File: src/rtl/serial_add_pkg.sv
// Shared types and helpers for the bit-serial adder controller.
// State encoding is fixed so external debug views stay stable.
package serial_add_pkg;

  typedef enum logic [1:0] {
    S_IDLE  = 2'd0,
    S_LOAD  = 2'd1,
    S_SHIFT = 2'd2,
    S_DONE  = 2'd3
  } state_t;

  // Bits needed to count 0..value-1; never less than one.
  function automatic int clog2(input int value);
    int r;
    r = 0;
    for (int v = value - 1; v > 0; v = v >> 1) r++;
    if (r < 1) r = 1;
    return r;
  endfunction

endpackage

File: src/rtl/serial_add_fa_cell.sv
// One-bit full adder shared by the serial controller; purely combinational.
module fa_cell (
  input  logic a,
  input  logic b,
  input  logic cin,
  output logic s,
  output logic cout
);

  assign s    = a ^ b ^ cin;
  assign cout = (a & b) | (cin & (a ^ b));

endmodule

File: src/rtl/serial_add_ctrl.sv
// Bit-serial adder: LSB-first over WIDTH cycles through one fa_cell, done pulse on completion.
// Optional subtract mode (port sub) is enabled by defining SERIAL_ADD_SUB_EN.
module serial_add_ctrl
  import serial_add_pkg::*;
#(
  parameter int WIDTH = 8
) (
  input  logic             clk,
  input  logic             reset,
  input  logic             start,
  input  logic [WIDTH-1:0] a,
  input  logic [WIDTH-1:0] b,
  input  logic             cin,
`ifdef SERIAL_ADD_SUB_EN
  input  logic             sub,
`endif
  output logic             busy,
  output logic             done,
  output logic [WIDTH-1:0] sum,
  output logic             cout,
  output logic             ovf
);

  localparam int CW = clog2(WIDTH);
  localparam logic [CW-1:0] LAST = CW'(WIDTH - 1);

  state_t           state_q, state_d;
  logic [CW-1:0]    cnt_q, cnt_d;
  logic [WIDTH-1:0] a_sr_q, a_sr_d;
  logic [WIDTH-1:0] b_sr_q, b_sr_d;
  logic [WIDTH-1:0] sum_sr_q, sum_sr_d;
  logic             carry_q, carry_d;
  logic [WIDTH-1:0] sum_q, sum_d;
  logic             cout_q, cout_d;
  logic             ovf_q, ovf_d;

  logic [WIDTH-1:0] b_load;
  logic             carry_load;
  logic             fa_s, fa_cout;

  // Subtraction is a + ~b + 1, so only the captured B and initial carry change.
`ifdef SERIAL_ADD_SUB_EN
  always_comb begin
    b_load     = sub ? ~b : b;
    carry_load = sub ? 1'b1 : cin;
  end
`else
  always_comb begin
    b_load     = b;
    carry_load = cin;
  end
`endif

  fa_cell u_fa (
    .a    (a_sr_q[0]),
    .b    (b_sr_q[0]),
    .cin  (carry_q),
    .s    (fa_s),
    .cout (fa_cout)
  );

  always_ff @(posedge clk) begin
    if (reset) begin
      state_q  <= S_IDLE;
      cnt_q    <= '0;
      a_sr_q   <= '0;
      b_sr_q   <= '0;
      sum_sr_q <= '0;
      carry_q  <= 1'b0;
      sum_q    <= '0;
      cout_q   <= 1'b0;
      ovf_q    <= 1'b0;
    end else begin
      state_q  <= state_d;
      cnt_q    <= cnt_d;
      a_sr_q   <= a_sr_d;
      b_sr_q   <= b_sr_d;
      sum_sr_q <= sum_sr_d;
      carry_q  <= carry_d;
      sum_q    <= sum_d;
      cout_q   <= cout_d;
      ovf_q    <= ovf_d;
    end
  end

  always_comb begin
    state_d = state_q;
    case (state_q)
      S_IDLE:  if (start) state_d = S_LOAD;
      S_LOAD:  state_d = S_SHIFT;
      S_SHIFT: if (cnt_q == LAST) state_d = S_DONE;
      S_DONE:  state_d = S_IDLE;
      default: state_d = S_IDLE;
    endcase
  end

  always_comb begin
    cnt_d    = cnt_q;
    a_sr_d   = a_sr_q;
    b_sr_d   = b_sr_q;
    sum_sr_d = sum_sr_q;
    carry_d  = carry_q;
    sum_d    = sum_q;
    cout_d   = cout_q;
    ovf_d    = ovf_q;
    case (state_q)
      S_IDLE: begin
        if (start) begin
          a_sr_d  = a;
          b_sr_d  = b_load;
          carry_d = carry_load;
        end
      end
      S_LOAD: begin
        sum_sr_d = '0;
        cnt_d    = '0;
      end
      S_SHIFT: begin
        a_sr_d   = a_sr_q >> 1;
        b_sr_d   = b_sr_q >> 1;
        sum_sr_d = {fa_s, sum_sr_q[WIDTH-1:1]};
        carry_d  = fa_cout;
        cnt_d    = cnt_q + 1'b1;
        // On the MSB cycle carry_q is the carry into the MSB.
        if (cnt_q == LAST) begin
          cnt_d  = '0;
          sum_d  = {fa_s, sum_sr_q[WIDTH-1:1]};
          cout_d = fa_cout;
          ovf_d  = carry_q ^ fa_cout;
        end
      end
      default: ;
    endcase
  end

  always_comb begin
    busy = (state_q == S_LOAD) || (state_q == S_SHIFT);
    done = (state_q == S_DONE);
    sum  = sum_q;
    cout = cout_q;
    ovf  = ovf_q;
  end

endmodule

File: config.mk
export PLATFORM = sky130hd
export DESIGN_NAME = serial_add_ctrl
export DESIGN_NICKNAME = d
export VERILOG_FILES = /design/src/rtl/serial_add_pkg.sv /design/src/rtl/serial_add_fa_cell.sv /design/src/rtl/serial_add_ctrl.sv
export SDC_FILE = /design/constraint.sdc
export NUM_CORES = 1
export LEC_CHECK = 0
export ABC_CLOCK_PERIOD_IN_PS = 3500
export CORE_MARGIN = 2
export CORE_UTILIZATION = 55
export CTS_CLUSTER_SIZE = 40
export DETAILED_ROUTE_END_ITERATION = 10
export PLACE_DENSITY = 0.91
export SLEW_MARGIN = 20
export SYNTH_ARGS = -nofsm -noshare
export SYNTH_HDL_FRONTEND = slang
export SYNTH_SLANG_ARGS = --single-unit
File: constraint.sdc
create_clock -name clk -period 3.5 [get_ports clk]
set_input_delay 0.875 -clock clk [delete_from_list [all_inputs] [get_ports clk]]
set_output_delay 0.875 -clock clk [all_outputs]
set_load 0.005 [all_outputs]
* After elaboration in Yosys (flattened, before gate mapping)
Cells that the tools add are included.
** Storage, ports and cells
- Register bits after elaboration :: 40
- Bits of input ports :: 20
- Output and inout port bits :: 12
- Logic and storage cells :: 41
** Cells by class
- $add $sub $neg :: 1
- Equality and inequality tests :: 6
- Multiplexer cells :: 12
- Bitwise operators :: 6
- Reductions and logical operators :: 7
** Operators by type and width (count)
- $pmux W8 S2 :: 3
- $mux W8 :: 2
- $pmux W2 S4 :: 1
- $pmux W3 S2 :: 1
- $reduce_and A2 Y1 :: 3
- $eq A2 B2 Y1 const B :: 2
- $mux W2 :: 2
- $ne A2 B2 Y1 const B :: 2
- $reduce_bool A2 Y1 :: 2
- $add A3 B1 Y3 const B :: 1
- $eq A3 B3 Y1 const B :: 1
- $mux W3 :: 1
- $xor A1 B1 Y1 :: 3
- $and A1 B1 Y1 :: 2
- $eq A2 B1 Y1 const B :: 1
- $logic_not A2 Y1 :: 1
- $pmux W1 S2 :: 1
- $logic_or A1 B1 Y1 :: 1
- $mux W1 :: 1
- $or A1 B1 Y1 :: 1

* Longest topological paths before layout
Gate-level depths: netlist of run 1.
- Depth in word-level cells :: 4
- Gate-level depth with buffers :: 7
- Gate-level depth less buffers :: 5

* By module
Synthesis of run 1 repeated with hierarchy kept, for this count alone.
** Second synthesis, totals
- Cells, all modules :: 182
- Area, all modules :: 1816.7 um^2
** Modules (own cells, without submodules)
- serial_add_ctrl :: times used 1, cells an instance 181, area each 1796.7 um^2
- fa_cell :: times used 1, cells an instance 1, area each 20.0 um^2

* Worst setup path before layout of run 1
Ideal clock, no wire load.
- Path kind :: in2reg
- Start point :: input start
- End point :: register carry_q
- Arrival time :: 1.484 ns
- Path slack :: 1.875 ns
- Cell stages on the path :: 4
- Cell sequence :: mux2_4 buf_4 nor2_1 a211oi_2
** On the way
- Longest elaborated chain between the ends :: 2
** Ends and longest elaborated chain
- from (decl) :: RTL line serial_add_ctrl.sv:10 : input logic start,
- $ne A2 B2 Y1 (no source line)
- $reduce_and A2 Y1 (no source line)
- to (signal assigned) :: RTL line serial_add_ctrl.sv:79 : carry_q <= carry_d;
- to (decl) :: RTL line serial_add_ctrl.sv:32 : logic carry_q, carry_d;
No other way between the ends.
A chain may end at the register's enable or synchronous reset.

* Final worst setup path of run 1
- Start point :: register state_q[1]
- End point :: output busy
** On the way
- Longest elaborated chain between the ends :: 2
- Elaborated cells between the ends (all ways) :: 3
- Classes of those cells :: 2 x eq/ne; 1 x reduce/logical
** Ends and longest elaborated chain
- from (decl) :: RTL line serial_add_ctrl.sv:27 : state_t state_q, state_d;
- from (signal assigned) :: RTL line serial_add_ctrl.sv:74 : state_q <= state_d;
- $eq A2 B1 Y1 or $eq A2 B2 Y1 (tied branches) :: RTL line serial_add_ctrl.sv:137 : busy = (state_q == S_LOAD) || (state_q == S_SHIFT);
- $logic_or A1 B1 Y1 (*) :: RTL line serial_add_ctrl.sv:137
- to (decl) :: RTL line serial_add_ctrl.sv:17 : output logic busy,
Every way passes the cells marked *; elsewhere a longest branch is shown, timed or not.

==> metrics.md, run 1 <==
| Metric | Value |
|---|---|
| Run status | completed |
| Post-Synth Adder-Cell Area | 0.0470 |
| Hold Crit Class | reg2reg |
| Sequential area share after synthesis | 0.444 |
| Total CTS buffers | 5 |
| Yosys top cell area share | 0.444 |
| Synth Area in Compound Gates | 0.175 |
| Post-route setup TNS | 0 ns |
| Minimum clock period | 2.88 ns |
| Top cells by area, synth | dfxtp_1 (44%), a211oi_2 (11%), mux2i_1 (9.7%) |
| Setup CP Type | reg2out |
| Syn Nets | 208 |
| Max FO, Critical Path | 22 |
| Avg Inst Size Synth | 9.66 um^2 |
| Multiplexer share of the synthesized area | 0.105 |
| Required time of the worst setup path | 2.62 ns |
| Gr usage total | 0.192 |
| Number of fill cells in the layout | 262 |
| Simple-gate share of the synthesized area | 0.172 |
| Final setup fails | 0 |
| # diodes | 0 |
| PwrDens | 658 nW/um^2 |
| Post-synth cell types | 25 |
| Most common cell after layout, fill and taps aside | dfxtp_1 |
| Post-Route WL | 3070 um |
| Pins Over Slew Limit | 0 |
| XOR/XNOR Fraction of Synth Area | 0.00498 |
| Final Wtd Congestion | 0.711 |
| Slew @ Worst Pin | between 0.5 and 0.6 ns |
| Startpoint types | flip-flop |
| Initial Util | 0.576 |
| Max-slew headroom | 0.648 |
| Tcrit/Tclk final | 0.824 |
| Post-CTS Hold Fix Bufs | 0 |
| Core Rows | 20 |
| Critical Path AT | 2.01 ns |
| Vias in the first global route | 1221 |
| Fin cells | ~260 |
| Die W | 60.5 um |
| Max Cap Viol | 0 |
| CTS tree | built |
| RSZ-0062 raised after global routing | no |
| CP Capture Type | output port |
| CTS max path bufs | 2 |
| CTS root buffer | clkbuf_4 |
| Fmax | 347 MHz |
| Worst Clk Skew | 0.00709 ns |
| Number of buffers added on ports | 31 |
| Nets@finish | 236 |
| Drt pass-1 iters | 4 |
| Most frequent cells in the layout | dfxtp_1 (39), clkdlybuf4s50_1 (31), a21oi_1 (21), nor2_1 (19), nand2_1 (18) |
| Detail Placement HPWL | 2110 um |
| Register area | 781 um^2 |
| Remaining antenna violation count | 0 |
| Wirelength per Cell | around 12 um |
| Post-cts sizing count | 0 |
| VDD IR-drop max | 530 uV |
| DRC violations left | 0 |
| Core area | 3050 um^2 |
| Postcts setup bufs | 0 |
| Synth Instances | 182 |
| Area added between synthesis and finish | 20.2% |
| Worst-Skew Late Latency | 0.34 ns |
| Num Clock Sinks | 39 |
| DR iter-0 viols | 32 |
| Grt ovf | 0 |
| Largest family of logic cells by synthesized area | compound AO/OA/AOI/OAI gates |
| Vias | roughly 1300 |
| Die area | 3660 um^2 |
| Placed Instances | 247 |
| Leakage power total | about 0.00072 uW |
| Seq cells post-synth | 39 |
| Hold Vio Cnt, Final | 0 |
| Area of the multi-input gates | between 800 and 900 um^2 |
| Area of the mapped netlist | 1760 um^2 |
| YS warnings | 0 |
| Boundary pin count | 32 |
| Layout cells sized above 1 | 0.123 |
| Clock transition at the registers of the reported paths | 0.11 ns |
| H-Tree Depth | 2 |
| Via density | 5.24 |
| Largest net degree at the start of global routing | 40 |
| Die height | ~61 um |
| Initial antenna violation count | 0 |
| First-pass GRT wire length | 5180 um |
| Yosys top cell by area | dfxtp_1 |
==> metal layers <==
| layer | GRT usage | vias to the layer above | wire length, um |
|---|---|---|---|
| li1 | - | 692 | - |
| met1 | 0.234 | 617 | 1450 |
| met2 | 0.317 | 19 | 1450 |
| met3 | 0.0448 | 7 | 99 |
| met4 | 0.102 | 0 | 74 |
| met5 | 0 | - | 0 |
==> cell type report <==
cell class / count / share of cell area
flip-flops and latches: 39 / 0.369
inverters: 2 / 0.00355
multi-input cells: 128 / 0.420
well taps: 44 / 0.0261
clock buffers: 7 / 0.0213
repair buffers: 34 / 0.157
clock inverters: 1 / 0.00237
==> path summary, 6_finish.rpt <==
path	depth (start not counted)	slack, ns	endpoint	from
min	2	0.46	sum[5]	sum[5]
min reg2reg	2	0.46	sum[5]	sum[5]
max	3	0.62	busy	state_q[1]
max reg2reg	6	1.83	b_sr_q[0]	state_q[0]
==> Yosys cell counts <==
cell,instances
inv_1,2
nor3_1,1
nand2_2,1
nand2_1,18
or3b_1,1
nand2b_1,12
clkbuf_1,5
mux2i_1,17
ha_1,5
a21oi_1,21
buf_2,3
nor2_1,19
a211oi_2,15
buf_8,1
a21o_1,1
buf_4,3
a211oi_1,1
mux2_4,1
buf_6,1
fa_1,1
nor2b_1,2
xnor2_1,1
dfxtp_1,39
nand3_1,10
and2_1,1
==> state kept, by name (all words and copies together) (netlist names) <==
signal and cells:
b_sr_q 8, a_sr_q 8, cout 1, cnt_q 3
state_q 2, sum 8, sum_sr_q 7, carry_q 1
ovf 1
==> worst max-delay path, cell delays in order, from the launching register on <==
cell,delay (ns)
dfxtp_1,0.38
inv_1,0.07
ha_1,0.62
clkdlybuf4s50_1,0.60
==> kinds of logic (layout without fill, tap and decap cells) <==
logic type               count (synthesis)  count (layout)
AND/OR/NAND/NOR                         65              65
flip-flops                              39              39
AO/OA/AOI/OAI                           38              38
multiplexers                            18              18
buffers and inverters                   15              44
adder cells (fa/ha/maj)                  6               6
XOR/XNOR                                 1               1
==> where the power goes <==
group / total (uW) / switching, uW / internal [uW]
clock network: 219 / 141 / 78.4
registers: 584 / 51.9 / 532
logic: 587 / 319 / 268
==> through the flow <==
stage | instance area, um^2 | power (uW) | utilization | setup WS [ns] | hold WS (ns)
final | 2110 | 1390 | 0.692 | 0.616 | 0.458
after global routing | 2110 | 1490 | 0.692 | 0.490 | 0.478
after global placement | 2060 | 1160 | 0.676 | 1.06 | 0.444
after floorplan | 1760 | 1100 | - | 1.87 | 0.432
after detailed placement | 2060 | 1180 | 0.676 | 1.00 | 0.449
after CTS | 2110 | 1400 | 0.692 | 0.614 | 0.464
No activity file was read; power rests on OpenSTA's default activity.
==> run 2: changes to the inputs <==
--- a/config.mk
+++ b/config.mk
@@ -5,12 +5,12 @@
 export SDC_FILE = /design/constraint.sdc
 export NUM_CORES = 1
 export LEC_CHECK = 0
-export ABC_CLOCK_PERIOD_IN_PS = 3500
+export ABC_CLOCK_PERIOD_IN_PS = 2500
 export CORE_MARGIN = 2
-export CORE_UTILIZATION = 55
+export CORE_UTILIZATION = 46
 export CTS_CLUSTER_SIZE = 40
 export DETAILED_ROUTE_END_ITERATION = 10
-export PLACE_DENSITY = 0.91
+export PLACE_DENSITY = 0.82
 export SLEW_MARGIN = 20
 export SYNTH_ARGS = -nofsm -noshare
 export SYNTH_HDL_FRONTEND = slang
==> constraint.sdc (replaced) <==
create_clock -name clk -period 2.5 [get_ports clk]
set_input_delay 0.625 -clock clk [delete_from_list [all_inputs] [get_ports clk]]
set_output_delay 0.625 -clock clk [all_outputs]
set_load 0.005 [all_outputs]
==> metrics.md, run 2 (synthesis results as in run 1) <==
| Metric | Value |
|---|---|
| Crit-path max cell delay | 0.50 ns (was 0.62 ns) |
| Fmax | 469 MHz |
| Postcts setup bufs | 0 (unchanged) |
| Max Cap Viol | 0 (unchanged) |
| Leakage power total | 0.000761 uW (was 0.000720 uW) |
| Layout cells sized above 1 | 0.132 (was 0.123) |
| Number of fill cells in the layout | 323 (was 262) |
| Post-Route WL | 3110 um (was 3070 um) |
| Run status | completed (unchanged) |
| Initial antenna violation count | 0 (unchanged) |
| First-pass GRT wire length | 5610 um (was 5180 um) |
| Worst path slowest cell | clkdlybuf4s50_1 (was ha_1) |
| Worst Path Buf+Inv | 2 (unchanged) |
| Required time of the worst setup path | 1.88 ns (was 2.62 ns) |
| Max FO, Critical Path | 3 (was 22) |
| CTS root buffer | clkbuf_8 (was clkbuf_4) |
| PwrDens | 1030 nW/um^2 (was 658 nW/um^2) |
| Core Rows | 22 (was 20) |
| Final setup fails | 0 (unchanged) |
| DRC violations left | 0 (unchanged) |
| Largest net degree at the start of global routing | 40 (unchanged) |
| Die height | 65.8 um (was 60.5 um) |
| Hold Crit Class | reg2reg (unchanged) |
| Remaining antenna violation count | 0 (unchanged) |
| Total CTS buffers | 5 (unchanged) |
| Number of buffers added on ports | 31 (unchanged) |
| Clock transition at the registers of the reported paths | 0.07 ns (was 0.11 ns) |
| Post-CTS Hold Fix Bufs | 0 (unchanged) |
| Wirelength per Cell | 12.0 um (was 12.1 um) |
| Worst Clk Skew | 0.00778 ns (was 0.00709 ns) |
| # diodes | 0 (unchanged) |
| Final Wtd Congestion | 0.760 (was 0.711) |
| Core area | 3660 um^2 (was 3050 um^2) |
| Detail Placement HPWL | 2060 um (was 2110 um) |
| Minimum clock period | 2.13 ns |
| CTS max path bufs | 2 (unchanged) |
| Vias | 1302 (was 1335) |
| RSZ-0062 raised after global routing | no (unchanged) |
| Pins Over Slew Limit | 0 (unchanged) |
| Grt ovf | 0 (unchanged) |
| Register area | 781 um^2 (unchanged) |
| DR iter-0 viols | 69 (was 32) |
| Crit path max-delay family | buffers and inverters (unchanged) |
| Area of the multi-input gates | 887 um^2 (unchanged) |
| R2r setup slk | 0.72 ns (was 1.83 ns) |
| Critical-path cell list | inv_1 > ha_1 > clkdlybuf4s50_1 (unchanged) |
| Vias in the first global route | 1273 (was 1221) |
| CP Capture Type | output port (unchanged) |
| Area added between synthesis and finish | 25.6% (was 20.2%) |
| Setup CP Type | reg2out (unchanged) |
| Worst-Skew Late Latency | 0.29 ns (was 0.34 ns) |
| Tcrit/Tclk final | 0.852 |
| Startpoint types | flip-flop (unchanged) |
| Most frequent cells in the layout | dfxtp_1 (39), clkdlybuf4s50_1 (31), a21oi_1 (21), nor2_1 (19), nand2_1 (18) (unchanged) |
| Max-slew headroom | 0.690 (was 0.648) |
| Final WS setup | 0.369 ns (was 0.616 ns) |
| Nets@finish | 237 (was 236) |
| Num Clock Sinks | 39 (unchanged) |
| Via density | 5.01 (was 5.24) |
| Die area | 4330 um^2 (was 3660 um^2) |
| H-Tree Depth | 2 (unchanged) |
| CTS tree | built (unchanged) |
| Initial Util | 0.480 (was 0.576) |
| Drt pass-1 iters | 4 (unchanged) |
| Post-route cell area | 2210 um^2 (was 2110 um^2) |
| Setup WS pre-CTS | 0.543 ns (was 1.00 ns) |
| Die W | 65.8 um (was 60.5 um) |
| Dpl cell area | 2080 um^2 (was 2060 um^2) |
| Critical Path AT | 1.51 ns (was 2.01 ns) |
| VDD IR-drop max | 639 uV (was 530 uV) |
| Post-cts sizing count | 0 (unchanged) |
| Post-route setup TNS | 0 ns (unchanged) |
| Slew @ Worst Pin | 0.465 ns (was 0.529 ns) |
| Boundary pin count | 32 (unchanged) |
| Most common cell after layout, fill and taps aside | dfxtp_1 (unchanged) |
| Gr usage total | 0.173 (was 0.192) |
| Hold Vio Cnt, Final | 0 (unchanged) |
run 2: changes by cell type in the layout (fill, tap and decap cells not counted):
| cell | previous run | this run |
|---|---|---|
| buf_4 | 3 | 4 |
| bufinv_16 | 0 | 2 |
| clkbuf_1 | 2 | 1 |
| clkbuf_4 | 5 | 0 |
| clkbuf_8 | 0 | 5 |
| clkinv_2 | 1 | 0 |
run 2: through the flow:
stage / std cells / hold slack, ns / util / power (uW)
floorplan: 182 / 0.432 / - / 1540
global placement: 252 / 0.442 / 0.567 / 1650
detailed placement: 252 / 0.448 / 0.567 / 1670
CTS: 260 / 0.458 / 0.603 / 2300
global route: 260 / 0.475 / 0.603 / 2430
finish: 260 / 0.454 / 0.603 / 2270
run 2: worst min-delay path: cells and delay by family (launching register included):
| family | cells | cell delay, ns |
|---|---|---|
| flip-flops | 1 | 0.31 |
| AND/OR/NAND/NOR | 1 | 0.05 |
| AO/OA/AOI/OAI | 1 | 0.05 |
run 2: worst paths after layout:
kind	startpoint	to	cells past startpoint
min	sum[6]	sum[6]	2
max reg2reg	state_q[0]	a_sr_q[6]	5
min reg2reg	sum[6]	sum[6]	2
max	state_q[1]	busy	3
run 2: cell type report:
class / count / area share
multi-input cells: 128 / 0.402
flip-flops and latches: 39 / 0.354
repair buffers: 35 / 0.154
clock buffers: 6 / 0.0329
clock inverters: 2 / 0.0272
well taps: 48 / 0.0272
inverters: 2 / 0.00340
run 2: power by group:
part	internal, uW	switching, uW	total [uW]
clock network	399	214	613
logic	387	452	839
registers	746	75.3	821
run 2: layer usage:
| layer | wire length [um] | up-vias | track usage |
|---|---|---|---|
| li1 | - | 679 | - |
| met1 | 1450 | 594 | 0.201 |
| met2 | 1490 | 22 | 0.292 |
| met3 | 93 | 7 | 0.0409 |
| met4 | 82 | 0 | 0.0938 |
| met5 | 0 | - | 0 |
==> run 3: changes to the inputs <==
--- a/config.mk
+++ b/config.mk
@@ -11,6 +11,7 @@
 export CTS_CLUSTER_SIZE = 40
 export DETAILED_ROUTE_END_ITERATION = 10
 export PLACE_DENSITY = 0.82
+export SETUP_SLACK_MARGIN = 0.05
 export SLEW_MARGIN = 20
 export SYNTH_ARGS = -nofsm -noshare
 export SYNTH_HDL_FRONTEND = slang
==> results of run 3 <==
The final DEF is identical to that of run 2; final timing and power are the same.
